[src/rtl/mac_pkg.sv]
// ============================================================================
// Module   : mac_pkg
// Purpose  : Shared types and default sizes for the MAC lane and its feeder.
// Revision : 1.0 - initial release
// ============================================================================
`default_nettype none

package mac_pkg;

    localparam int c_DEF_DATA_WIDTH = 8;
    localparam int c_DEF_VEC_LEN    = 8;

    typedef enum logic [2:0] {
        IDLE,
        CLEAR,
        FEED,
        DRAIN,
        DONE
    } seq_state_t;

endpackage

`default_nettype wire

[src/rtl/mac_operand_sequencer_if.sv]
// ============================================================================
// Module   : mac_operand_sequencer_if
// Purpose  : Control, FIFO-pop and MAC-drive signals of one operand sequencer.
// Revision : 1.0 - initial release
// ============================================================================
`default_nettype none

interface mac_operand_sequencer_if
    import mac_pkg::*;
#(
    parameter int DATA_WIDTH = c_DEF_DATA_WIDTH
) ();

    logic                  start;
    logic                  abort;
    logic                  a_empty;
    logic [DATA_WIDTH-1:0] a_data;
    logic                  a_rd_en;
    logic                  b_empty;
    logic [DATA_WIDTH-1:0] b_data;
    logic                  b_rd_en;
    logic                  mac_en;
    logic                  mac_clr;
    logic [DATA_WIDTH-1:0] mac_ain;
    logic [DATA_WIDTH-1:0] mac_bin;
    logic                  busy;
    logic                  done;

    modport master (
        input  start, abort, a_empty, a_data, b_empty, b_data,
        output a_rd_en, b_rd_en, mac_en, mac_clr, mac_ain, mac_bin, busy, done
    );

    modport slave (
        output start, abort, a_empty, a_data, b_empty, b_data,
        input  a_rd_en, b_rd_en, mac_en, mac_clr, mac_ain, mac_bin, busy, done
    );

endinterface

`default_nettype wire

[src/rtl/mac_operand_sequencer.sv]
// ============================================================================
// Module   : mac_operand_sequencer
// Purpose  : Pops VEC_LEN operand pairs into one MAC lane, adds the drain beat
//            and flags done once the accumulator holds the dot product.
// Revision : 1.0 - initial release
// ============================================================================
`default_nettype none

module mac_operand_sequencer
    import mac_pkg::*;
#(
    parameter int DATA_WIDTH = c_DEF_DATA_WIDTH,
    parameter int VEC_LEN    = c_DEF_VEC_LEN
) (
    input  logic                      clk,
    input  logic                      rst_n,
    mac_operand_sequencer_if.master   bus
);

    localparam int                 c_CNT_W = $clog2(VEC_LEN + 1);
    localparam logic [c_CNT_W-1:0] c_LAST  = c_CNT_W'(VEC_LEN - 1);

    seq_state_t            r_state;
    seq_state_t            w_state_next;
    logic [c_CNT_W-1:0]    r_count;
    logic                  r_mac_en;
    logic                  r_mac_clr;
    logic [DATA_WIDTH-1:0] r_mac_ain;
    logic [DATA_WIDTH-1:0] r_mac_bin;
    logic                  r_busy;
    logic                  r_done;
    logic                  w_start_ok;
    logic                  w_abort_ok;
    logic                  w_pop;
    logic                  w_last_pop;

    // busy is registered so the post-abort clear cycle and the done cycle
    // still read as busy even though the FSM is already back in IDLE.
    always_comb begin
        w_start_ok = (r_state == IDLE) && !r_busy && bus.start;
        w_abort_ok = (r_state != IDLE) && bus.abort;
        w_pop      = rst_n && ((r_state == CLEAR) || (r_state == FEED)) &&
                     !bus.abort && !bus.a_empty && !bus.b_empty;
        w_last_pop = w_pop && (r_count == c_LAST);
    end

    always_comb begin
        w_state_next = r_state;
        case (r_state)
            IDLE: begin
                if (w_start_ok) w_state_next = CLEAR;
            end
            CLEAR, FEED: begin
                if (w_abort_ok)      w_state_next = IDLE;
                else if (w_last_pop) w_state_next = DRAIN;
                else                 w_state_next = FEED;
            end
            DRAIN: begin
                w_state_next = w_abort_ok ? IDLE : DONE;
            end
            DONE: begin
                w_state_next = IDLE;
            end
            default: begin
                w_state_next = IDLE;
            end
        endcase
    end

    always_ff @(posedge clk) begin
        if (!rst_n) begin
            r_state <= IDLE;
            r_count <= '0;
        end else begin
            r_state <= w_state_next;
            if (r_state == IDLE) begin
                r_count <= '0;
            end else if (w_pop) begin
                r_count <= r_count + 1'b1;
            end
        end
    end

    // DRAIN loads the zero beat that flushes the MAC's product register;
    // DONE then raises done for the cycle in which Cout is final.
    always_ff @(posedge clk) begin
        if (!rst_n) begin
            r_mac_en  <= 1'b0;
            r_mac_clr <= 1'b0;
            r_mac_ain <= '0;
            r_mac_bin <= '0;
            r_busy    <= 1'b0;
            r_done    <= 1'b0;
        end else begin
            r_mac_clr <= w_start_ok || w_abort_ok;
            r_mac_en  <= w_pop || ((r_state == DRAIN) && !w_abort_ok);
            if (w_pop) begin
                r_mac_ain <= bus.a_data;
                r_mac_bin <= bus.b_data;
            end else if (r_state == DRAIN) begin
                r_mac_ain <= '0;
                r_mac_bin <= '0;
            end
            r_done <= (r_state == DONE) && !w_abort_ok;
            r_busy <= (w_state_next != IDLE) || (r_state == DONE) || w_abort_ok;
        end
    end

    assign bus.a_rd_en = w_pop;
    assign bus.b_rd_en = w_pop;
    assign bus.mac_en  = r_mac_en;
    assign bus.mac_clr = r_mac_clr;
    assign bus.mac_ain = r_mac_ain;
    assign bus.mac_bin = r_mac_bin;
    assign bus.busy    = r_busy;
    assign bus.done    = r_done;

endmodule

`default_nettype wire

[src/flat_wrapper.sv]
// flat-port wrapper written by rule: the top's interface ports become plain ports
module mac_operand_sequencer_flat import mac_pkg::*;
#(
    parameter int DATA_WIDTH = c_DEF_DATA_WIDTH,
    parameter int VEC_LEN    = c_DEF_VEC_LEN
)
  (clk, rst_n, bus_start, bus_abort, bus_a_empty, bus_a_data, bus_b_empty, bus_b_data, bus_a_rd_en, bus_b_rd_en, bus_mac_en, bus_mac_clr, bus_mac_ain, bus_mac_bin, bus_busy, bus_done);
  mac_operand_sequencer_if #(.DATA_WIDTH(DATA_WIDTH)) bus_i ();
  input  logic clk;
  input  logic rst_n;
  input wire logic [$bits(bus_i.start)-1:0] bus_start;
  input wire logic [$bits(bus_i.abort)-1:0] bus_abort;
  input wire logic [$bits(bus_i.a_empty)-1:0] bus_a_empty;
  input wire logic [$bits(bus_i.a_data)-1:0] bus_a_data;
  input wire logic [$bits(bus_i.b_empty)-1:0] bus_b_empty;
  input wire logic [$bits(bus_i.b_data)-1:0] bus_b_data;
  output wire logic [$bits(bus_i.a_rd_en)-1:0] bus_a_rd_en;
  output wire logic [$bits(bus_i.b_rd_en)-1:0] bus_b_rd_en;
  output wire logic [$bits(bus_i.mac_en)-1:0] bus_mac_en;
  output wire logic [$bits(bus_i.mac_clr)-1:0] bus_mac_clr;
  output wire logic [$bits(bus_i.mac_ain)-1:0] bus_mac_ain;
  output wire logic [$bits(bus_i.mac_bin)-1:0] bus_mac_bin;
  output wire logic [$bits(bus_i.busy)-1:0] bus_busy;
  output wire logic [$bits(bus_i.done)-1:0] bus_done;
  assign bus_i.start = bus_start;
  assign bus_i.abort = bus_abort;
  assign bus_i.a_empty = bus_a_empty;
  assign bus_i.a_data = bus_a_data;
  assign bus_i.b_empty = bus_b_empty;
  assign bus_i.b_data = bus_b_data;
  assign bus_a_rd_en = bus_i.a_rd_en;
  assign bus_b_rd_en = bus_i.b_rd_en;
  assign bus_mac_en = bus_i.mac_en;
  assign bus_mac_clr = bus_i.mac_clr;
  assign bus_mac_ain = bus_i.mac_ain;
  assign bus_mac_bin = bus_i.mac_bin;
  assign bus_busy = bus_i.busy;
  assign bus_done = bus_i.done;
  mac_operand_sequencer #(.DATA_WIDTH(DATA_WIDTH), .VEC_LEN(VEC_LEN)) u_core (.clk(clk), .rst_n(rst_n), .bus(bus_i));
endmodule
[config.mk]
export PLATFORM = sky130hd
export DESIGN_NAME = mac_operand_sequencer_flat
export DESIGN_NICKNAME = d
export VERILOG_FILES = /design/src/rtl/mac_pkg.sv /design/src/rtl/mac_operand_sequencer_if.sv /design/src/rtl/mac_operand_sequencer.sv /design/src/flat_wrapper.sv
export SDC_FILE = /design/constraint.sdc
export NUM_CORES = 1
export LEC_CHECK = 0
export CAP_MARGIN = 5
export CORE_ASPECT_RATIO = 0.75
export CORE_MARGIN = 1
export CORE_UTILIZATION = 46
export DETAILED_ROUTE_END_ITERATION = 8
export PLACE_DENSITY_LB_ADDON = 0.25
export SKIP_LAST_GASP = 1
export SLEW_MARGIN = 15
export SYNTH_ARGS = -nofsm -noshare
export SYNTH_HDL_FRONTEND = slang
export SYNTH_SLANG_ARGS = --single-unit
[constraint.sdc]
create_clock -name clk -period 2.2 [get_ports clk]
set_input_delay 0.44 -clock clk [delete_from_list [all_inputs] [get_ports clk]]
set_output_delay 0.44 -clock clk [all_outputs]
set_load 0.1 [all_outputs]
==> qor.csv, run 1 <==
metric,value,unit
Die Height,45.5,µm
top cell type by total area after synthesis,dfxtp_1,
Final #Nets,176,
vias,919,
DP Worst Slack,0.169,ns
die area,2730,µm²
layout cell share with drive strength beyond 1,0.303,
worst skew pair latency,0.31,ns
Layout fillers,192,
Routed WL per cell,12.6,µm
Sum Neg Setup Slack,0,ns
PwrDens,533,nW/µm²
Final WS setup,0.158,ns
Worst Path Max Fanout,2,
core area,2350,µm²
RSZ-0062 raised after global routing,no,
crit path DAT,1.60,ns
DRC,0,
Max Slew Vio Count,0,
initial antenna violation count,0,
Final min period,2.04,ns
period utilization,0.928,
vias in the first global route,918,
P_leak,0.806,nW
H-Tree Depth,1,
Initial Utilization,0.494,
CTS tree,done,
Post-synth top cells,"27 x dfxtp_1, 17 x and3_1, 10 x nand2_1, 9 x mux2_2, 8 x mux2i_1",
Synth cell types,27,
post_cts resized,0,
Worst Tran Pin Value,0.546,ns
Synth Instances,108,
Crit Path Class,in2out,
I/O Pins,44,
register bit total from synthesis,27,
r2r startpoint,u_core.r_state[0],
slew margin rel.,0.635,
Max Freq,490,MHz
initial DRC count,33,
post-synthesis net count,131,
Synth top area share,0.467,
Sink Count,27,
number of flops mapped to enable cells by yosys,0,
main flop type after synthesis,dfxtp_1,
cts bufs inserted,3,
worst-path cell chain,"clkdlybuf4s50_1, nor3b_4, nand3_4, clkinvlp_4, buf_12",
via/cell ratio,4.94,
synthesized area,1160,µm²
chip width,60.0,µm
Total GRT Usage,0.205,
hold_sp,u_core.r_count[3],
fin util,0.690,
sequential share of the synthesized area,0.467,
first-pass GRT wire length,4050,µm
Antenna Diode Count,0,
TritonRoute pass-1 iters,4,
Worst setup SP type,input pin,
Final ANT Viol Nets,0,
Hold Crit Class,reg2reg,
CP Data Required Time,1.76,ns
MaxCap Viol Count,0,
Crit. End Element,output port,
hold_buf cts,0,
Final Skew,0.00105,ns
Post-Route WL,2340,µm
ranking of synthesized cells by area,"dfxtp_1 47%, and3_1 9.2%, mux2_2 8.7%",
Syn Area/Cell,10.7,µm²
Max VDD drop,513,µV
most numerous cell in the Yosys netlist,dfxtp_1,
storage element area,541,µm²
Area Overhead vs Synth,39.7,%
hold_ws,0.475,ns
DPL Wire Length,1790,µm
CTS root buf,clkbuf_4,
final setup violation count,0,
Bufs on Longest Clock Path,2,
family with the most delay on the worst path,buffers and inverters,
Ys Warns,0,
register-to-register setup slack,0.50,ns
Core Rows,15,
critical path startpoint,rst_n,
Final Hold Viols,0,
Post-CTS Repair Setup Buffers,0,
IO buf count,43,
outcome,"finished, final reports clean",
CP bufs+invs,3,
area occupied by multi-input gates,564,µm²
largest net degree at the start of global routing,25,
total grt overflow,0,
final RePlAce weighted congestion,0.751,
Clock transition at path regs,0.13,ns
Crit path largest cell delay,0.49,ns
post-synthesis async set-or-reset flop share,0,
CP max-delay cell,clkdlybuf4s50_1,
==> state kept, by name, indices dropped and copies added (netlist names) <==
name and flops:
u_core.r_state 3, u_core.bus.mac_bin 8, u_core.bus.busy 1, u_core.bus.mac_en 1
u_core.bus.mac_ain 8, u_core.bus.mac_clr 1, u_core.bus.done 1, u_core.r_count 4
==> worst paths after layout <==
path / endpoint / cells past startpoint
max: bus_b_rd_en / 5
min: u_core.r_count[3] / 1
max reg2reg: u_core.bus.mac_bin[5] / 3
min reg2reg: u_core.r_count[3] / 1
==> routing by layer <==
layer  global-route usage  routed length, µm
met1                0.219                990
met4               0.0419                 19
met5                    0                  0
met3               0.0710                185
met2                0.391               1150
==> stage by stage <==
stage               power, mW  cells  area (µm²)
global placement        0.666    182        1590
finish                  0.863    186        1620
floorplan               0.607    108        1170
global route            0.905    186        1620
detailed placement      0.668    182        1590
CTS                     0.872    186        1620
==> layout by cell type (no fill, tap or decap), types with 3 or more instances in the layout <==
cell type and instances:
and3_1 17, buf_4 24, clkbuf_4 3, clkdlybuf4s50_1 21
dfxtp_1 27, mux2_2 9, mux2_4 4, mux2i_1 8
nand2_1 10, nand3_1 3
==> report_power, final <==
group          internal (mW)  switching (mW)  leakage (nW)
Combinational         0.0633          0.0874         0.573
Clock                 0.0709           0.135        0.0150
Sequential             0.498         0.00776         0.218
==> logic make-up (layout without fill, tap and decap cells) <==
family / count (synthesis) / in the layout / share of synthesized area
XOR/XNOR: 1 / 1 / 0.0140
adder cells (fa/ha/maj): 1 / 1 / 0.0108
AND/OR/NAND/NOR: 43 / 43 / 0.224
flip-flops: 27 / 27 / 0.467
buffers and inverters: 10 / 54 / 0.0464
multiplexers: 21 / 21 / 0.208
AO/OA/AOI/OAI: 5 / 5 / 0.0302
==> final cells by class <==
type                            count  share of cell area
Inverter                            3             0.00927
Tap cell                           34              0.0263
Timing Repair Buffer               47               0.266
Multi-Input combinational cell     71               0.349
Sequential cell                    27               0.334
Clock buffer                        4              0.0162
(Power assumes the default switching activity.)
==> inputs of run 2 (changes only) <==
--- a/config.mk
+++ b/config.mk
@@ -5,6 +5,7 @@
 export SDC_FILE = /design/constraint.sdc
 export NUM_CORES = 1
 export LEC_CHECK = 0
+export ABC_CLOCK_PERIOD_IN_PS = 2200
 export CAP_MARGIN = 5
 export CORE_ASPECT_RATIO = 0.75
 export CORE_MARGIN = 1
==> results of run 2 <==
No change in the layout: final DEF, timing and power equal those of run 1.
==> inputs of run 3 (changes only) <==
--- a/config.mk
+++ b/config.mk
@@ -7,10 +7,10 @@
 export LEC_CHECK = 0
 export ABC_CLOCK_PERIOD_IN_PS = 2200
 export CAP_MARGIN = 5
-export CORE_ASPECT_RATIO = 0.75
 export CORE_MARGIN = 1
 export CORE_UTILIZATION = 46
 export DETAILED_ROUTE_END_ITERATION = 8
+export GPL_ROUTABILITY_DRIVEN = 0
 export PLACE_DENSITY_LB_ADDON = 0.25
 export SKIP_LAST_GASP = 1
 export SLEW_MARGIN = 15
==> run 3 against run 2 <==
  * Worst setup slack worse by 0.0079 ns
  * Global-route usage up 0.19 points
  * Sequential cell count unchanged
  * Highest routed layer unchanged
  * Maximum frequency down 0.39%
  * Core utilization up 1.1 points
  * Critical path depth unchanged
==> qor.csv, run 3 (synthesized netlist as in run 1, its figures left out) <==
metric,value,unit,change
initial DRC count,17,,-48%
CTS tree,done,,
Max Freq,488,MHz,-0.39%
register-to-register setup slack,0.52,ns,+0.02 ns
Crit path largest cell delay,0.51,ns,+0.02 ns
Sum Neg Setup Slack,0,ns,unchanged
largest net degree at the start of global routing,25,,unchanged
core area,2300,µm²,-2.1%
Bufs on Longest Clock Path,2,,unchanged
vias,949,,+3.3%
Area Overhead vs Synth,39.1,%,
r2r startpoint,u_core.r_state[0],,
RR Endpoint,u_core.bus.mac_ain[0],,
die area,2720,µm²,about the same
critical path startpoint,rst_n,,
Total GRT Usage,0.207,,+0.00194
Crit. End Element,output port,,
period utilization,0.932,,+0.00361
Final #Nets,176,,unchanged
crit path DAT,1.61,ns,about the same
CP max-delay cell,clkdlybuf4s50_1,,
total grt overflow,0,,unchanged
Worst setup SP type,input pin,,
chip width,52.2,µm,-13%
Hold Crit Class,reg2reg,,
switching part of the total,0.272,,+0.00515
Core Rows,17,,+2
DRC,0,,unchanged
Final min period,2.05,ns,+0.00794 ns
Post-CTS Repair Setup Buffers,0,,unchanged
DPL Wire Length,1850,µm,+2.9%
via/cell ratio,5.27,,+6.7%
Clock transition at path regs,0.14,ns,about the same
Clock power frac,0.243,,+0.004
TritonRoute pass-1 iters,4,,unchanged
cts bufs inserted,3,,unchanged
Worst Tran Pin Value,0.528,ns,-0.0178 ns
Sink Count,27,,unchanged
layout cell share with drive strength beyond 1,0.303,,unchanged
Worst Reg-to-Reg Cells,3,,unchanged
Routed WL per cell,13.8,µm,+10%
Post-Route WL,2490,µm,+6.4%
IO buf count,43,,unchanged
Logic pwr share,0.174,,about the same
Max Slew Vio Count,0,,unchanged
"most common cell after layout, fill and taps aside",dfxtp_1,,
Setup crit end,bus_b_rd_en,,
Initial Utilization,0.504,,+0.0105
hold_buf cts,0,,unchanged
initial antenna violation count,0,,unchanged
post_cts resized,0,,unchanged
PwrDens,539,nW/µm²,+1.2%
Worst Path Max Fanout,2,,unchanged
share of power burned in registers,0.582,,-0.004
vias in the first global route,956,,+4.1%
final cell count without fillers,180,,-3.2%
RSZ-0062 raised after global routing,no,,
CTS root buf,clkbuf_4,,
Max VDD drop,427,µV,-17%
Die Height,52.2,µm,+15%
P_sw,0.237,mW,+2.7%
"commonest cells after routing, fill and taps aside","27 x dfxtp_1, 24 x buf_4, 21 x clkdlybuf4s50_1",,
Crit Path Class,in2out,,
Final Skew,0.00861,ns,+0.00756 ns
worst skew pair latency,0.32,ns,about the same
first-pass GRT wire length,4090,µm,+1.0%
MaxCap Viol Count,0,,unchanged
P_leak,0.806,nW,unchanged
Final ANT Viol Nets,0,,unchanged
CP Data Required Time,1.76,ns,about the same
outcome,"finished, final reports clean",,
Antenna Diode Count,0,,unchanged
H-Tree Depth,1,,unchanged
final setup violation count,0,,unchanged
Final Hold Viols,0,,unchanged
Internal,0.633,mW,about the same
Layout fillers,195,,+1.6%
I/O Pins,44,,unchanged
slew margin rel.,0.647,,+0.0119
worst-path cell chain,"clkdlybuf4s50_1, nor3b_4, nand3_4, clkinvlp_4, buf_12",,
Post-Place Cells,176,,-3.3%
==> run 3: cell counts in the layout (fill, tap and decap cells not counted) <==
Identical to the previous run, type by type.
==> run 3: cell type report <==
cell class | count | area (µm²) | area share
sequential | 27 | 541 | 0.335
clock buffer | 4 | 26.3 | 0.0163
timing repair buffer | 47 | 430 | 0.267
inverter | 3 | 15.0 | 0.00932
tap | 28 | 35.0 | 0.0217
multi-input combinational | 71 | 564 | 0.350
==> run 3: metrics by stage <==
step	total power, mW	hold slack, ns	utilization	instance area [µm²]	setup slack [ns]
3_5_place_dp	0.669	0.468	0.690	1590	0.171
3_3_place_gp	0.665	0.440	0.690	1590	0.181
6_report	0.869	0.492	0.702	1610	0.150
2_1_floorplan	0.607	0.425	-	1170	0.00822
5_1_grt	0.899	0.504	0.702	1610	0.0869
4_1_cts	0.874	0.493	0.702	1610	0.158
==> run 3: worst min-delay path by stage <==
stage	startpoint	end	slack [ns]	cells after the start
4_1_cts	u_core.bus.mac_ain[7]	u_core.bus.mac_ain[7]	0.49	2
3_3_place_gp	u_core.r_count[3]	u_core.r_count[3]	0.44	1
5_1_grt	u_core.bus.mac_ain[7]	u_core.bus.mac_ain[7]	0.50	2
3_5_place_dp	u_core.r_count[3]	u_core.r_count[3]	0.47	1
2_1_floorplan	u_core.r_count[3]	u_core.r_count[3]	0.42	1
6_report	u_core.bus.mac_ain[7]	u_core.bus.mac_ain[7]	0.49	2
==> run 3: per-layer routing <==
layer,track usage,part of all wire,routed length (µm),up-vias
li1,-,-,-,463
met1,0.219,0.42,1040,444
met2,0.395,0.51,1280,38
met3,0.0319,0.059,146,4
met4,0.0921,0.012,29,0
met5,0,0,0,-
==> run 3: power groups by stage <==
| stage | Sequential [mW] | Clock (mW) | Combinational, mW |
|---|---|---|---|
| 2_1_floorplan | 0.563 | 0 | 0.0435 |
| 3_3_place_gp | 0.516 | 0 | 0.149 |
| 3_5_place_dp | 0.517 | 0 | 0.151 |
| 4_1_cts | 0.506 | 0.216 | 0.152 |
| 5_1_grt | 0.508 | 0.232 | 0.159 |
| 6_report | 0.506 | 0.212 | 0.152 |
==> run 3: critical path: cells and delay by family <==
| family | cells | cell delay, ns |
|---|---|---|
| simple gates | 2 | 0.36 |
| buf+inv | 3 | 0.82 |
